**src/rtl/mono_data_tx_emu.sv**
```systemverilog
// Monolithic pixel data-transmitter emulator: hit FIFO, freeze snapshot and
// an MSB-first serializer driven by the receiver's READ/FREEZE handshake.
module mono_data_tx_emu #(
    parameter int DATA_BITS = 24,
    parameter int DEPTH     = 16
) (
    input  logic                 CLK,
    input  logic                 RST,
    input  logic                 EN,
    input  logic                 HIT_WR,
    input  logic [DATA_BITS-1:0] HIT_DATA,
    output logic                 HIT_FULL,
    input  logic                 FREEZE,
    input  logic                 READ,
    output logic                 TOKEN,
    output logic                 DATA,
    output logic                 BUSY,
    output logic [7:0]           LOST_CNT
);
    localparam int AW   = $clog2(DEPTH);
    localparam int CNTW = AW + 1;
    localparam int CW   = $clog2(DATA_BITS);

    localparam logic [1:0] ST_IDLE  = 2'd0;
    localparam logic [1:0] ST_LOAD  = 2'd1;
    localparam logic [1:0] ST_SHIFT = 2'd2;

    logic [DATA_BITS-1:0] mem_q [DEPTH];
    logic [AW-1:0]        wr_ptr_q, wr_ptr_d, rd_ptr_q, rd_ptr_d;
    logic [CNTW-1:0]      count_q, count_d, frz_cnt_q, frz_cnt_d;
    logic [7:0]           lost_q, lost_d;
    logic                 freeze_ff_q, freeze_prev_q, read_ff_q, read_prev_q;
    logic                 token_q, token_d;
    logic [1:0]           state_q, state_d;
    logic [DATA_BITS-1:0] sr_q, sr_d;
    logic [CW-1:0]        bit_cnt_q, bit_cnt_d;
    logic                 full, push, pop, read_evt, frz_rise, frz_fall;

    // NOTE: every signal assigned in always_comb gets a default first so no latch is inferred.
    always_comb begin
        full     = (count_q == CNTW'(DEPTH));
        pop      = (state_q == ST_LOAD);
        push     = EN & HIT_WR & (~full | pop);
        read_evt = read_ff_q & ~read_prev_q;
        frz_rise = freeze_ff_q & ~freeze_prev_q;
        frz_fall = ~freeze_ff_q & freeze_prev_q;

        wr_ptr_d = push ? wr_ptr_q + AW'(1) : wr_ptr_q;
        rd_ptr_d = pop  ? rd_ptr_q + AW'(1) : rd_ptr_q;
        count_d  = count_q + CNTW'(push) - CNTW'(pop);

        lost_d = lost_q;
        if (EN && HIT_WR && full && !pop && lost_q != 8'hFF) begin
            lost_d = lost_q + 8'd1;
        end

        // Snapshot excludes hits arriving on the snapshot cycle itself.
        frz_cnt_d = frz_cnt_q;
        if (pop && frz_cnt_q != '0) begin
            frz_cnt_d = frz_cnt_q - CNTW'(1);
        end
        if (frz_rise) begin
            frz_cnt_d = count_q - CNTW'(pop);
        end
        if (frz_fall) begin
            frz_cnt_d = '0;
        end

        token_d = freeze_ff_q ? (frz_cnt_q != '0) : (count_q != '0);

        state_d   = state_q;
        sr_d      = sr_q;
        bit_cnt_d = bit_cnt_q;
        case (state_q)
            ST_IDLE: begin
                if (read_evt && EN && freeze_ff_q && frz_cnt_q != '0) begin
                    state_d = ST_LOAD;
                end
            end
            ST_LOAD: begin
                sr_d      = mem_q[rd_ptr_q];
                bit_cnt_d = CW'(DATA_BITS - 1);
                state_d   = ST_SHIFT;
            end
            ST_SHIFT: begin
                sr_d = {sr_q[DATA_BITS-2:0], 1'b0};
                if (bit_cnt_q == '0) begin
                    state_d = ST_IDLE;
                end else begin
                    bit_cnt_d = bit_cnt_q - CW'(1);
                end
            end
            default: state_d = ST_IDLE;
        endcase
    end

    // NOTE: sequential state uses non-blocking assignments only, so every flop sees pre-edge values.
    always_ff @(posedge CLK) begin
        if (RST) begin
            wr_ptr_q      <= '0;
            rd_ptr_q      <= '0;
            count_q       <= '0;
            frz_cnt_q     <= '0;
            lost_q        <= '0;
            freeze_ff_q   <= 1'b0;
            freeze_prev_q <= 1'b0;
            read_ff_q     <= 1'b0;
            read_prev_q   <= 1'b0;
            token_q       <= 1'b0;
            state_q       <= ST_IDLE;
            sr_q          <= '0;
            bit_cnt_q     <= '0;
        end else begin
            wr_ptr_q      <= wr_ptr_d;
            rd_ptr_q      <= rd_ptr_d;
            count_q       <= count_d;
            frz_cnt_q     <= frz_cnt_d;
            lost_q        <= lost_d;
            freeze_ff_q   <= FREEZE;
            freeze_prev_q <= freeze_ff_q;
            read_ff_q     <= READ;
            read_prev_q   <= read_ff_q;
            token_q       <= token_d;
            state_q       <= state_d;
            sr_q          <= sr_d;
            bit_cnt_q     <= bit_cnt_d;
        end
    end

    // NOTE: the storage array is not reset; the pointers and occupancy define what is valid.
    always_ff @(posedge CLK) begin
        if (push) begin
            mem_q[wr_ptr_q] <= HIT_DATA;
        end
    end

    assign HIT_FULL = full;
    assign TOKEN    = token_q;
    assign DATA     = (state_q == ST_SHIFT) & sr_q[DATA_BITS-1];
    assign BUSY     = (state_q != ST_IDLE);
    assign LOST_CNT = lost_q;

endmodule
```
**config.mk**
```make
export PLATFORM = sky130hd
export DESIGN_NAME = mono_data_tx_emu
export DESIGN_NICKNAME = d
export VERILOG_FILES = /design/src/rtl/mono_data_tx_emu.sv
export SDC_FILE = /design/constraint.sdc
export NUM_CORES = 1
export LEC_CHECK = 0
export CAP_MARGIN = 40
export CORE_MARGIN = 4
export CORE_UTILIZATION = 45
export DETAILED_ROUTE_END_ITERATION = 8
export GPL_TIMING_DRIVEN = 0
export MAX_ROUTING_LAYER = met4
export SETUP_SLACK_MARGIN = 0.3
export SYNTH_ARGS = -nofsm -noshare
export SYNTH_HDL_FRONTEND = slang
export SYNTH_SLANG_ARGS = --single-unit
export TNS_END_PERCENT = 1
```
**constraint.sdc**
```tcl
create_clock -name CLK -period 4.5 [get_ports CLK]
set_clock_uncertainty 0.1 [all_clocks]
set_input_delay 0.45 -clock CLK [delete_from_list [all_inputs] [get_ports CLK]]
set_output_delay 0.45 -clock CLK [all_outputs]
set_load 0.05 [all_outputs]
```
Yosys cells after proc, flatten, opt, wreduce, memory -nomap -nowiden
Memory sizes are Yosys's and may differ from the RTL's. A register that Yosys moved wholly into a read port is not among the register bits.
Index checks and enable logic that the tools add are counted.
- output and inout port bits: 12
- memories kept: 1
- logic and storage cells: 72
- input bits: 30
- RAM bits: 384
- bits in registers: 62
- memories (name ; depth ; bits a word ; read ports ; clocked after memory_dff ; wr ports ; line ; text):
    mem_q ; 16 ; 24 ; 1 ; 1 ; 1 ; 28 ; logic [DATA_BITS-1:0] mem_q [DEPTH];
- reductions and logical operators: 19
- mux-type cells: 13
- equality and inequality tests: 7
- bitwise operators: 11
- add/sub/neg operators: 8
- operators with widths (cell ; number):
    $pmux W24 S2 ; 1
    $mux W5 ; 3
    $pmux W5 S2 ; 1
    $reduce_bool A5 Y1 ; 2
    $sub A5 B1 Y5 ; 2
    $sub A5 B1 Y5 const B ; 2
    $add A4 B1 Y4 const B ; 2
    $add A8 B1 Y8 const B ; 1
    $logic_and A1 B1 Y1 ; 8
    $mux W4 ; 2
    $ne A8 B8 Y1 const B ; 1
    $and A1 B1 Y1 ; 6
    $ne A2 B2 Y1 const B ; 3
    $pmux W2 S3 ; 1
    $reduce_bool A2 Y1 ; 3
    $add A5 B1 Y5 ; 1
    $eq A5 B5 Y1 const B ; 1
    $logic_not A5 Y1 ; 1
    $mux W2 ; 2
    $not A1 Y1 ; 4
    $reduce_and A2 Y1 ; 2
    $mux W1 ; 3
    $eq A2 B1 Y1 const B ; 1
    $eq A2 B2 Y1 const B ; 1
    4 further kinds ; 4

Longest topological paths before layout
- word-level depth: 7
- gate-level depth with buffers: 13
- mapped depth without buffers: 13

Worst setup path before layout
No wires, ideal clock.
- kind: flip-flop to flip-flop
- start: register count_q[2]
- end: memory mem_q[0][0], enable pin
- arrival: 3179 ps
- stages on the path, launching flop included: 8
- setup slack: 786 ps
- setup time: 435 ps
- data required time: 3965 ps
- path buffers: 0
- clock period less this slack: 3714 ps
- cells stage by stage: dfxtp_1 > inv_1 > ha_1 > nand4bb_2 > inv_2 > a21oi_1 > nand2_1 > nor3_1
- longest elaborated chain between the ends: 6
- RTL lines (element ; line ; text):
    start: declaration ; 30 ; logic [CNTW-1:0] count_q, count_d, frz_cnt_q, frz_cnt_d;
    start signal: assignment ; 116 ; count_q <= count_d;
    $eq A5 B5 Y1 ; 41 ; full = (count_q == CNTW'(DEPTH));
    net HIT_FULL ; 12 ; output logic HIT_FULL,
    $not A1 Y1 ; 43 ; push = EN & HIT_WR & (~full | pop);
    $or A1 B1 Y1 ; 43 ;
    $and A1 B1 Y1 ; 43 ;
    $mux W1 ; 132 ; if (push) begin
    $mux W1 (not written as such) ; 133 ; mem_q[wr_ptr_q] <= HIT_DATA;
    end: declaration ; 28 ;
The timed path passes the listed nets, and every way through them passes these cells.

Final worst setup path
- start: register state_q[0]
- end: output port DATA
- longest elaborated chain between the ends: 2
- RTL lines (element ; line ; text):
    start: declaration ; 34 ; logic [1:0] state_q, state_d;
    start signal: assignment ; 124 ; state_q <= state_d;
    $eq A2 B2 Y1 ; 139 ; assign DATA = (state_q == ST_SHIFT) & sr_q[DATA_BITS-1];
    $and A1 B1 Y1 ; 139 ;
    end: declaration ; 16 ; output logic DATA,
Every way passes these cells.

==> impl_results.md <==
- Status: finished, final reports clean
- Peak VDD IR: around 0.27 mV
- Most used DFF post-synth: edfxtp_1
- Sw frac: a little under a quarter
- Total clock buffers created by CTS: 47
- Hold-fix buffers at CTS: 0
- P_int: around 7300 uW
- Post-synth EDFFs: 384
- Via count: between 10000 and 15000
- Critical Path RT: just under 4 ns
- Met1 Use GR: between 20% and 30%
- Met3 Use GR: 2.840%
- Largest net degree at the start of global routing: 19
- # IOs: 42
- CP startpoint kind: flop
- Rows: 73
- Hold Crit Endpoint: read_ff_q$_SDFF_PP0_
- Synth Net Count: 1248
- CP peak stage delay: 0.80 ns
- Clock root buffer: clkbuf_16
- Die Span Y: 209.3 um
- Initial antenna violation count: 0
- DRC Markers: 0
- Worst-margin pin slew: a little over 0.9 ns
- LEAKAGE: 0.006542 uW
- CTS clk-pin slew, worst paths: ~0.060 ns
- WP depth: 6
- Buf+Inv Stages, Crit Path: 4
- Global-route wire length before repair: around 66000 um
- Post-DRT Antenna Nets: 0
- RSZ-0062 raised after global routing: false
- Post-Place Cell Area: 19810 um^2
- Worst hold path class: primary input to flop
- Place WS: 0.9812 ns
- Critical path's slowest cell: clkdlybuf4s50_1
- Chip width: 209.3 um
- Hold path depth: 2
- Yosys warns: 0
- Longest Clk Path Bufs: 3
- Post-CTS sizing: 0
- Crit Reg-Reg Endpoint: mem_q[1][17]$_DFFE_PP_
- Worst path most repeated cell: clkbuf_1
- Gate power share: a little under a tenth
- Core Region: about 40000 um^2
- Gr busiest metal: met2
- Post-synth ARST share: 0%
- Netlist cell types: between 50 and 60
- Routed len/inst: ~24 um
- Worst-path cell chain: inv_1, ha_1, clkbuf_1, clkbuf_1, and2_1, clkdlybuf4s50_1
- Total gr overflow: 0
- Seq/Total Area, Yosys: 70.51%
- Clock power share: just over 40%
- Worst R2R Setup Slack: 1.16 ns
- PortBufs: 40
- Nets@finish: approximately 1400
- Post-CTS setup buffer count: 0
- Yosys reg bits: 450
- Worst hold path startpoint: READ
- Final hold vios: 0
- Pwr dens: ~450 nW/um^2
- Reg-to-Reg Start: state_q[1]$_SDFFE_PP0P_
- DRT iter0 DRCs: around 990
- Final WL: 44360 um
- Area of the die: roughly 44000 um^2
- Cell family contributing the most delay on the critical path: buffers and inverters
- Synth Area per Inst: about 15 um^2
- RD Place Congestion: between 0.8 and 0.9
- Synth area leaders: edfxtp_1 (63%), mux2i_1 (9.0%), dfxtp_1 (7.2%)
- Kind of critical path: flop to output pin
- Max Cap Viol: 0
- Fin crit period: 3.870 ns
- Synth Cell Area: around 18000 um^2
- Vias/cell: about 5.6
- CP Capture Type: output pin
- Final WS setup: about 0.63 ns
- F_max: approximately 260 MHz
- CTS tree: yes
- Sink Count: 450
- Number of global-route vias before repair: roughly 11000
- Slew HR: a little under 40%
- Area growth syn-to-layout: 17.28%
- Final HPWL DP: ~29000 um
- Initial Utilization: a little under half
- Design area: about 21000 um^2
- Reg power frac: between 40% and 50%
- Drt first pass iters: 7
- Final period utilization: 86.00%
- Top cell type's share of synthesized area: between 60% and 70%
- Met2 Use GR: between 30% and 40%
- NetSw: ~2200 uW
- Crit Path Max Fanout: 10
- Post-synth top area cell: edfxtp_1
- R2R depth: 8
- Arrival @ worst endpoint: 3.32 ns
- Skew-Pair Late Insertion Delay: 0.58 ns
- All-Layer GR Usage: between 20% and 30%
- Final setup vio count: 0
- Share of cells above drive strength 1: between 10% and 20%
- H-tree Lvls: 2
- Antenna cell count: 0
- Fin. max-slew vios: 0
- Syn Inst Count: 1194
-- worst max path at each step --
stage	from	to	slack, ns
global placement	EN	mem_q[1][17]$_DFFE_PP_	-1.75
finish	state_q[0]$_SDFFE_PP0P_	DATA	0.63
global route	state_q[0]$_SDFFE_PP0P_	DATA	0.56
CTS	state_q[0]$_SDFFE_PP0P_	DATA	0.66
floorplan	count_q[2]$_SDFF_PP0_	mem_q[0][0]$_DFFE_PP_	0.79
detailed placement	EN	mem_q[1][17]$_DFFE_PP_	0.98
-- logic make-up (layout without fill, tap and decap cells) --
kind of cell	count (synthesis)	in the layout	share of synthesized area, %
DFF	450	450	70.51
adders and majority gates	24	24	1.689
and+or+nand+nor	234	234	6.885
muxes	194	194	11.11
xor gates and xnor gates	18	18	0.8648
AOI/OAI and AO/OA	182	182	6.583
buffers and inverters	92	244	2.368
-- cell usage in the layout (no fill, tap or decap), types with 8 or more instances in the layout --
cell and n:
inv_1 19, dfxtp_1 66, mux2_2 25, nand2_1 38, a22oi_1 23, xor2_1 11, nor4b_1 24, clkbuf_16 48
o2111ai_1 23, a211oi_1 29, edfxtp_1 384, nand3_1 13, nand3b_1 25, buf_4 21, nor2b_1 8, nor2_4 12
ha_1 23, mux2i_1 164, clkbuf_1 45, buf_2 18, o22ai_1 23, clkinv_1 10, o21ai_0 29, clkdlybuf4s50_1 40
a21oi_1 36, nor2_1 76
-- synthesized netlist by cell type, types with 7 or more instances --
cell type	number
a211oi_1	29
a21oi_1	36
a22oi_1	23
buf_2	18
buf_4	11
clkbuf_1	37
dfxtp_1	66
edfxtp_1	384
ha_1	23
inv_1	19
mux2_2	25
mux2i_1	164
nand2_1	38
nand3_1	13
nand3b_1	25
nor2_1	88
nor2b_1	8
nor3_1	11
nor4b_1	24
o2111ai_1	23
o21ai_0	29
o22ai_1	23
xnor2_1	7
xor2_1	11
-- layer usage --
layer / wire length, um / vias up
met3: 2680 / 81
met5: 0 / -
met4: 1360 / 0
li1: - / 4846
met2: 20850 / 370
met1: 19470 / 5266
-- per-stage QoR --
step           util, %  power, uW  TNS [ns]  hold slack [ns]  std cells
5_1_grt          53.56       9919         0           0.3561       1871
3_3_place_gp     48.32       5675   -183.02           0.3418       1759
4_1_cts          53.56       9643         0           0.3088       1871
2_1_floorplan        -       5371         0           0.3234       1194
6_report         53.56       9575         0           0.3348       1871
3_5_place_dp     49.64       5703         0           0.3659       1785
-- state kept, by name, summed over array words and instances (netlist names), named ones only --
signal,flops
read_prev_q,1
freeze_ff_q,1
rd_ptr_q,4
freeze_prev_q,1
frz_cnt_q,5
mem_q,384
read_ff_q,1
TOKEN,1
sr_q,24
state_q,2
bit_cnt_q,5
wr_ptr_q,4
LOST_CNT,8
count_q,5
-- final cells by class --
type | instances | area (um^2)
plain buffers | 71 | 352.8
clock buffers | 56 | 1231
clock inverters | 30 | 335.3
fillers | 3232 | 18540
inverters | 21 | 78.83
multi-input cells | 652 | 5055
flip-flops and latches | 450 | 12850
well taps | 525 | 656.9
repair buffers | 66 | 817.0
-- power groups by stage --
stage / logic [uW] / clock network, uW / registers [uW]
6_report: 915 / 3950 / 4710
5_1_grt: 1020 / 4180 / 4720
4_1_cts: 917 / 4020 / 4710
3_5_place_dp: 910 / 0 / 4790
3_3_place_gp: 881 / 0 / 4790
2_1_floorplan: 582 / 0 / 4790
Power figures use the tool's default switching activity.
